## config.mk

```make
export PLATFORM = sky130hd
export DESIGN_NAME = rc4_key_search_sequencer
export DESIGN_NICKNAME = d
export VERILOG_FILES = /design/src/rtl/rc4_pkg.sv /design/src/rtl/plaintext_checker.sv /design/src/rtl/rc4_key_search_sequencer.sv
export SDC_FILE = /design/constraint.sdc
export NUM_CORES = 1
export LEC_CHECK = 0
export CORE_UTILIZATION = 40
export DETAILED_ROUTE_END_ITERATION = 8
export PLACE_DENSITY = 0.73
export SETUP_SLACK_MARGIN = 0.1
export SLEW_MARGIN = 0
export SYNTH_ARGS = -nofsm -noshare
export SYNTH_HDL_FRONTEND = slang
export SYNTH_SLANG_ARGS = --single-unit
```

## constraint.sdc

```tcl
create_clock -name clk -period 2.4 [get_ports clk]
set_input_delay 0.24 -clock clk [delete_from_list [all_inputs] [get_ports clk]]
set_output_delay 0.24 -clock clk [all_outputs]
set_load 0.05 [all_outputs]
```

## src/rtl/rc4_pkg.sv

```systemverilog
`default_nettype none
// +----------------------------------------------------------------------+
// | rc4_pkg: state encoding, mode selects and plaintext charset          |
// | Revision: 1.0                                                        |
// +----------------------------------------------------------------------+
package rc4_pkg;

  typedef enum logic [7:0] {
    ST_IDLE      = 8'd0,
    ST_INIT      = 8'd1,
    ST_GAP_A     = 8'd2,
    ST_SHUF      = 8'd3,
    ST_GAP_B     = 8'd4,
    ST_DEC       = 8'd5,
    ST_CHECK     = 8'd6,
    ST_DONE_OK   = 8'd7,
    ST_DONE_FAIL = 8'd8
  } state_e;

  localparam logic [2:0] MODE_IDLE = 3'b000;
  localparam logic [2:0] MODE_INIT = 3'b001;
  localparam logic [2:0] MODE_SHUF = 3'b010;
  localparam logic [2:0] MODE_DEC  = 3'b100;

  localparam logic [7:0] CHAR_LO_DEFAULT    = 8'h61;
  localparam logic [7:0] CHAR_HI_DEFAULT    = 8'h7A;
  localparam logic [7:0] CHAR_SPACE_DEFAULT = 8'h20;

  function automatic logic [2:0] mode_of(input state_e s);
    case (s)
      ST_INIT: mode_of = MODE_INIT;
      ST_SHUF: mode_of = MODE_SHUF;
      ST_DEC:  mode_of = MODE_DEC;
      default: mode_of = MODE_IDLE;
    endcase
  endfunction

  function automatic logic is_busy(input state_e s);
    return s inside {ST_INIT, ST_GAP_A, ST_SHUF, ST_GAP_B, ST_DEC, ST_CHECK};
  endfunction

endpackage
`default_nettype wire

```

## src/rtl/plaintext_checker.sv

```systemverilog
`default_nettype none
// +----------------------------------------------------------------------+
// | plaintext_checker: sticky flag for any illegal byte written to A-RAM |
// | Revision: 1.0                                                        |
// +----------------------------------------------------------------------+
module plaintext_checker
  import rc4_pkg::*;
#(
  parameter int                   RAM_WIDTH  = 8,
  parameter logic [RAM_WIDTH-1:0] CHAR_LO    = RAM_WIDTH'(CHAR_LO_DEFAULT),
  parameter logic [RAM_WIDTH-1:0] CHAR_HI    = RAM_WIDTH'(CHAR_HI_DEFAULT),
  parameter logic [RAM_WIDTH-1:0] CHAR_SPACE = RAM_WIDTH'(CHAR_SPACE_DEFAULT)
) (
  input  logic                 clk_i,
  input  logic                 rst_i,
  input  logic                 clear_i,
  input  logic                 enable_i,
  input  logic                 wren_i,
  input  logic [RAM_WIDTH-1:0] data_i,
  output logic                 bad_o
);

  logic w_legal;
  logic bad_q;

  assign w_legal = ((data_i >= CHAR_LO) && (data_i <= CHAR_HI)) || (data_i == CHAR_SPACE);

  // Clear wins so a fresh candidate never inherits a verdict from the previous key.
  always_ff @(posedge clk_i or posedge rst_i) begin
    if (rst_i) begin
      bad_q <= 1'b0;
    end else if (clear_i) begin
      bad_q <= 1'b0;
    end else if (enable_i && wren_i && !w_legal) begin
      bad_q <= 1'b1;
    end
  end

  assign bad_o = bad_q;

endmodule
`default_nettype wire

```

## src/rtl/rc4_key_search_sequencer.sv

```systemverilog
`default_nettype none
// +----------------------------------------------------------------------+
// | rc4_key_search_sequencer: init/shuffle/decrypt phasing per key       |
// | Revision: 1.0                                                        |
// +----------------------------------------------------------------------+
module rc4_key_search_sequencer
  import rc4_pkg::*;
#(
  parameter int                   RAM_WIDTH       = 8,
  parameter int                   KEY_LENGTH      = 3,
  parameter int                   KEY_SEARCH_BITS = 22,
  parameter int                   NUM_DEVICES     = 3,
  parameter logic [RAM_WIDTH-1:0] CHAR_LO         = RAM_WIDTH'(CHAR_LO_DEFAULT),
  parameter logic [RAM_WIDTH-1:0] CHAR_HI         = RAM_WIDTH'(CHAR_HI_DEFAULT),
  parameter logic [RAM_WIDTH-1:0] CHAR_SPACE      = RAM_WIDTH'(CHAR_SPACE_DEFAULT)
) (
  input  logic                             clk,
  input  logic                             reset,
  input  logic                             start,
  input  logic [NUM_DEVICES-1:0]           finish_bus,
  input  logic                             aWren,
  input  logic [RAM_WIDTH-1:0]             aIn,
  output logic [2:0]                       mode,
  output logic [KEY_LENGTH*RAM_WIDTH-1:0]  key,
  output logic                             busy,
  output logic                             found,
  output logic                             fail,
  output logic [7:0]                       stateTap
);

  localparam int KEY_W = KEY_LENGTH * RAM_WIDTH;

  state_e                     state_q, state_d;
  logic [KEY_W-1:0]           key_q, key_d;
  logic [KEY_SEARCH_BITS-1:0] w_low_inc;
  logic [2:0]                 mode_q;
  logic                       busy_q, found_q, fail_q;
  logic                       w_clear_bad;
  logic                       w_bad;

  assign w_low_inc = key_q[KEY_SEARCH_BITS-1:0] + KEY_SEARCH_BITS'(1);

  always_comb begin
    state_d     = state_q;
    key_d       = key_q;
    w_clear_bad = 1'b0;
    case (state_q)
      ST_IDLE, ST_DONE_OK, ST_DONE_FAIL: begin
        if (start) begin
          state_d     = ST_INIT;
          key_d       = '0;
          w_clear_bad = 1'b1;
        end
      end
      ST_INIT:  if (finish_bus[0]) state_d = ST_GAP_A;
      ST_GAP_A: state_d = ST_SHUF;
      ST_SHUF:  if (finish_bus[1]) state_d = ST_GAP_B;
      ST_GAP_B: begin
        state_d     = ST_DEC;
        w_clear_bad = 1'b1;
      end
      ST_DEC:   if (finish_bus[2]) state_d = ST_CHECK;
      ST_CHECK: begin
        if (!w_bad) begin
          state_d = ST_DONE_OK;
        end else if (&key_q[KEY_SEARCH_BITS-1:0]) begin
          // The all-ones candidate is the last one; never wrap back to zero.
          state_d = ST_DONE_FAIL;
        end else begin
          state_d = ST_INIT;
          key_d   = KEY_W'(w_low_inc);
        end
      end
      default:  state_d = ST_IDLE;
    endcase
  end

  // Outputs are decoded from the next state so they land on the same edge as the transition.
  always_ff @(posedge clk or posedge reset) begin
    if (reset) begin
      state_q <= ST_IDLE;
      key_q   <= '0;
      mode_q  <= MODE_IDLE;
      busy_q  <= 1'b0;
      found_q <= 1'b0;
      fail_q  <= 1'b0;
    end else begin
      state_q <= state_d;
      key_q   <= key_d;
      mode_q  <= mode_of(state_d);
      busy_q  <= is_busy(state_d);
      found_q <= (state_d == ST_DONE_OK);
      fail_q  <= (state_d == ST_DONE_FAIL);
    end
  end

  plaintext_checker #(
    .RAM_WIDTH  (RAM_WIDTH),
    .CHAR_LO    (CHAR_LO),
    .CHAR_HI    (CHAR_HI),
    .CHAR_SPACE (CHAR_SPACE)
  ) u_checker (
    .clk_i    (clk),
    .rst_i    (reset),
    .clear_i  (w_clear_bad),
    .enable_i (state_q == ST_DEC),
    .wren_i   (aWren),
    .data_i   (aIn),
    .bad_o    (w_bad)
  );

  assign mode     = mode_q;
  assign key      = key_q;
  assign busy     = busy_q;
  assign found    = found_q;
  assign fail     = fail_q;
  assign stateTap = state_q;

endmodule
`default_nettype wire

```

==> run_results.csv <==
group,metric,value,unit
setup_path,timing_worst_setup_path_type,"register to register",
setup_path,crit_path_max_fanout,8,
global_route,antenna_violations_before_repair,0,
setup_path,crit_chain,"nand4_2 > or3_4 > or3_1 > or4_1 > a21oi_1",
synth,post_synth_main_area_contributors,"sky130_fd_sc_hd__dfrtp_1, sky130_fd_sc_hd__xnor2_1, sky130_fd_sc_hd__or3_1",
clock_tree,ctsRootBufferMaster,"sky130_fd_sc_hd__clkbuf_8",
synth,ys_async_sr_fraction,100,%
synth,synthesis.yosys.warnings,0,
power_and_ir_drop,static-leakage-power,0.00108,µW
sta,setup-violations-final,0,
place,port_buffers,50,
synth,top_cell_type_s_share_of_synthesized_area,44.7,%
setup_path,critical_path_arrival,2.34,ns
clock_tree,clk_pin_slew_worst_paths,0.07,ns
clock_tree,max-clock-path-buffers,2,
setup_path,worstReg2RegStart,"key[5]",
sta,rsz0062_at_grt,"no",
synth,synthFlopType,"sky130_fd_sc_hd__dfrtp_1",
clock_tree,number_of_buffers_created_by_cts,5,
final_layout,area_overhead_of_the_layout_relative_to_synthesis,36.8,%
detailed_routing,finalWirelength,4980,µm
setup_path,crit_required,2.61,ns
synth,seq_area_frac_synth,44.7,%
synth,synth_top_cells_by_count,"sky130_fd_sc_hd__dfrtp_1, sky130_fd_sc_hd__nor2_1, sky130_fd_sc_hd__a21oi_1",
detailed_routing,drt.antenna.violating_nets,0,
place,dp_hpwl,3640,µm
hold_path,hold_path.class,"input port to async pin",
synth,synth_enable_flop_cells,0,
synth,yosysUniqueCellTypes,51,
clock_tree,clock_tree.htree_level_count,2,
setup_path,worstSetupEndpointType,"register",
setup_path,critPathLaunchType,"register",
synth,post_synth_instance_area,0.00207,mm²
synth,synth_top_cell_by_area,"sky130_fd_sc_hd__dfrtp_1",
run_status,status,"completed",
sta,timing.fmax,471,MHz
power_and_ir_drop,max-vdd-ir-drop,506,µV
detailed_routing,post_drt_via_cell_ratio,5.38,
sta,layout_min_cycle_time,2.12,ns
sta,timing.slew.headroom,61.5,%
floorplanning,start_util,42.7,%
place,gp_congestion,0.837,
global_route,via_count_of_the_first_global_routing_pass,1860,
synth,syn_inst,222,
global_route,grt_usage,19.6,%
power_and_ir_drop,total_power,1790,µW
setup_path,timing.reg2reg.worst_path_depth,5,
final_layout,layout-drive-gt1-share,14.3,%
floorplanning,die_area,0.00547,mm²
floorplanning,fp.dieW,73.9,µm
clock_tree,post_cts.repair.setup_buffers,0,
sta,slew_violations,0,
sta,hold_violation_count_in_the_final_report,0,
floorplanning,fp.dieH,73.9,µm
floorplanning,row_count,25,
setup_path,path_delay_family,"simple AND/OR/NAND/NOR gates",
synth,most_numerous_cell_in_the_yosys_netlist,"sky130_fd_sc_hd__dfrtp_1",
synth,syn-mean-instance-area,9.32,µm²
synth,synth-seq-cells,37,
floorplanning,io-pin-count,53,
sta,worst_clock_skew,0.00642,ns
clock_tree,number_of_hold_repair_buffers_added_at_the_cts_stage,0,
power_and_ir_drop,power-per-cell-area,632,mW/mm²
sta,final.period_utilization,88.4,%
setup_path,slowest_delay,0.48,ns
detailed_routing,firstDrtPassIters,4,
detailed_routing,wl_per_cell,14.1,µm
setup_path,crit_buf_inv,0,
global_route,grt_overflow,0,
clock_tree,tritoncts,"yes",
global_route,grt_pass1_wl,8320,µm
detailed_routing,drc,0,
clock_tree,clock_sinks,37,
setup_path,r2r_slack,0.28,ns
detailed_routing,drt-initial-drc-count,178,
detailed_routing,vias,1903,
floorplanning,core,0.00485,mm²
sta,worst_slew_pin_slew,0.563,ns
final_layout,num-nets-final,302,
sta,timing.setup.tns,0,ns
clock_tree,clk_latency,0.28,ns
final_layout,antenna_diodes,0,
global_route,largest_net_degree_at_the_start_of_global_routing,38,
job,cap_violations,0,
setup_path,rr_endpoint,"key[20]",
setup_path,cpMaxStageDelayCell,"sky130_fd_sc_hd__or3_1",
state kept, by name, summed over array words and instances (netlist names):
| signal | count |
|---|---|
| fail | 1 |
| busy | 1 |
| key | 22 |
| stateTap | 8 |
| found | 1 |
| u_checker.bad_o | 1 |
| mode | 3 |
cells by family (layout without fill, tap and decap cells):
group                      Yosys count  count (layout)  synth area share (%)
buffers and inverters               20              80                  4.05
other                                1               6                 0.181
AOI/OAI and AO/OA                   50              50                  16.1
and+or+nand+nor                     99              99                  28.2
DFF                                 37              37                  44.7
muxes                                4               4                  1.93
adders and majority gates            1               1                 0.604
xor gates and xnor gates            10              10                  4.23
cells in the final DEF, fill, tap and decap left out, types with 2 or more instances in the layout:
master / instances
sky130_fd_sc_hd__mux2i_1: 4
sky130_fd_sc_hd__nand3_1: 9
sky130_fd_sc_hd__nor3b_1: 2
sky130_fd_sc_hd__a211o_1: 3
sky130_fd_sc_hd__nand2_1: 12
sky130_fd_sc_hd__or4_1: 2
sky130_fd_sc_hd__o31ai_1: 2
sky130_fd_sc_hd__a21oi_1: 14
sky130_fd_sc_hd__xnor2_1: 9
sky130_fd_sc_hd__nand4_1: 6
sky130_fd_sc_hd__dfrtp_1: 26
sky130_fd_sc_hd__nand3b_1: 2
sky130_fd_sc_hd__a2111oi_0: 2
sky130_fd_sc_hd__nand2b_1: 3
sky130_fd_sc_hd__a21boi_0: 3
sky130_fd_sc_hd__nor3_1: 7
sky130_fd_sc_hd__or3b_2: 2
sky130_fd_sc_hd__o22ai_1: 2
sky130_fd_sc_hd__o21ai_0: 9
sky130_fd_sc_hd__clkbuf_1: 2
sky130_fd_sc_hd__conb_1: 6
sky130_fd_sc_hd__clkdlybuf4s50_1: 50
sky130_fd_sc_hd__dfrtp_2: 11
sky130_fd_sc_hd__or2_2: 2
sky130_fd_sc_hd__nor4_1: 4
sky130_fd_sc_hd__and2_1: 2
sky130_fd_sc_hd__or3_1: 12
sky130_fd_sc_hd__and3_1: 4
sky130_fd_sc_hd__clkbuf_8: 6
sky130_fd_sc_hd__a211oi_1: 2
sky130_fd_sc_hd__nor2_1: 16
sky130_fd_sc_hd__buf_4: 11
sky130_fd_sc_hd__inv_1: 11
sky130_fd_sc_hd__nor2b_1: 4
sky130_fd_sc_hd__o211ai_1: 4
worst max-delay path by stage:
| stage | from | end | slack (ns) | cells after the start |
|---|---|---|---|---|
| 6_report | key[5] | key[20] | 0.28 | 5 |
| 5_1_grt | stateTap[3] | key[5] | 0.16 | 5 |
| 4_1_cts | stateTap[4] | found | 0.18 | 5 |
| 3_5_place_dp | stateTap[4] | found | 0.20 | 5 |
| 3_3_place_gp | stateTap[4] | found | 0.33 | 5 |
| 2_1_floorplan | stateTap[3] | key[20] | 0.12 | 6 |
tightest hold or removal path: stages:
cell	delay (ns)
sky130_fd_sc_hd__clkdlybuf4s50_1	0.39
sky130_fd_sc_hd__inv_1	0.05
sky130_fd_sc_hd__buf_4	0.40
per-stage QoR:
step	std cells	instance area [µm²]	worst slack (ns)	hold slack, ns	utilization [%]
6_report	354	2830	0.278	0.369	58.4
5_1_grt	354	2830	0.162	0.442	58.4
4_1_cts	354	2820	0.176	0.383	58.2
3_5_place_dp	346	2730	0.200	0.528	56.4
3_3_place_gp	346	2730	0.334	0.513	56.4
2_1_floorplan	227	2110	0.115	0.419	-
power breakdown:
group	total [µW]	switching [µW]	leakage, µW	internal (µW)
clock network	443	209	0.0000455	234
registers	795	97.2	0.000471	698
logic	551	359	0.000558	192
routing by layer:
layer | track usage, % | vias to the layer above | part of all wire (%)
met3 | 4.74 | 8 | 5.5
met1 | 26.0 | 900 | 47
met4 | 7.26 | 0 | 1.3
li1 | - | 943 | -
met5 | 0 | - | 0
met2 | 31.2 | 52 | 46
final cells by class:
cell class | instances | area, µm²
well taps | 67 | 83.8
clock buffers | 8 | 90.1
fillers | 435 | 2020
flip-flops and latches | 37 | 940
inverters | 11 | 41.3
repair buffers | 61 | 583
multi-input cells | 170 | 1090
repair_timing:
action                                  4_1_cts  5_1_grt
hold endpoints to repair                      0        0
gates resized for setup                       0        2
endpoints found under the setup margin        0        2
Note: power is estimated with default switching activity, not from simulation.
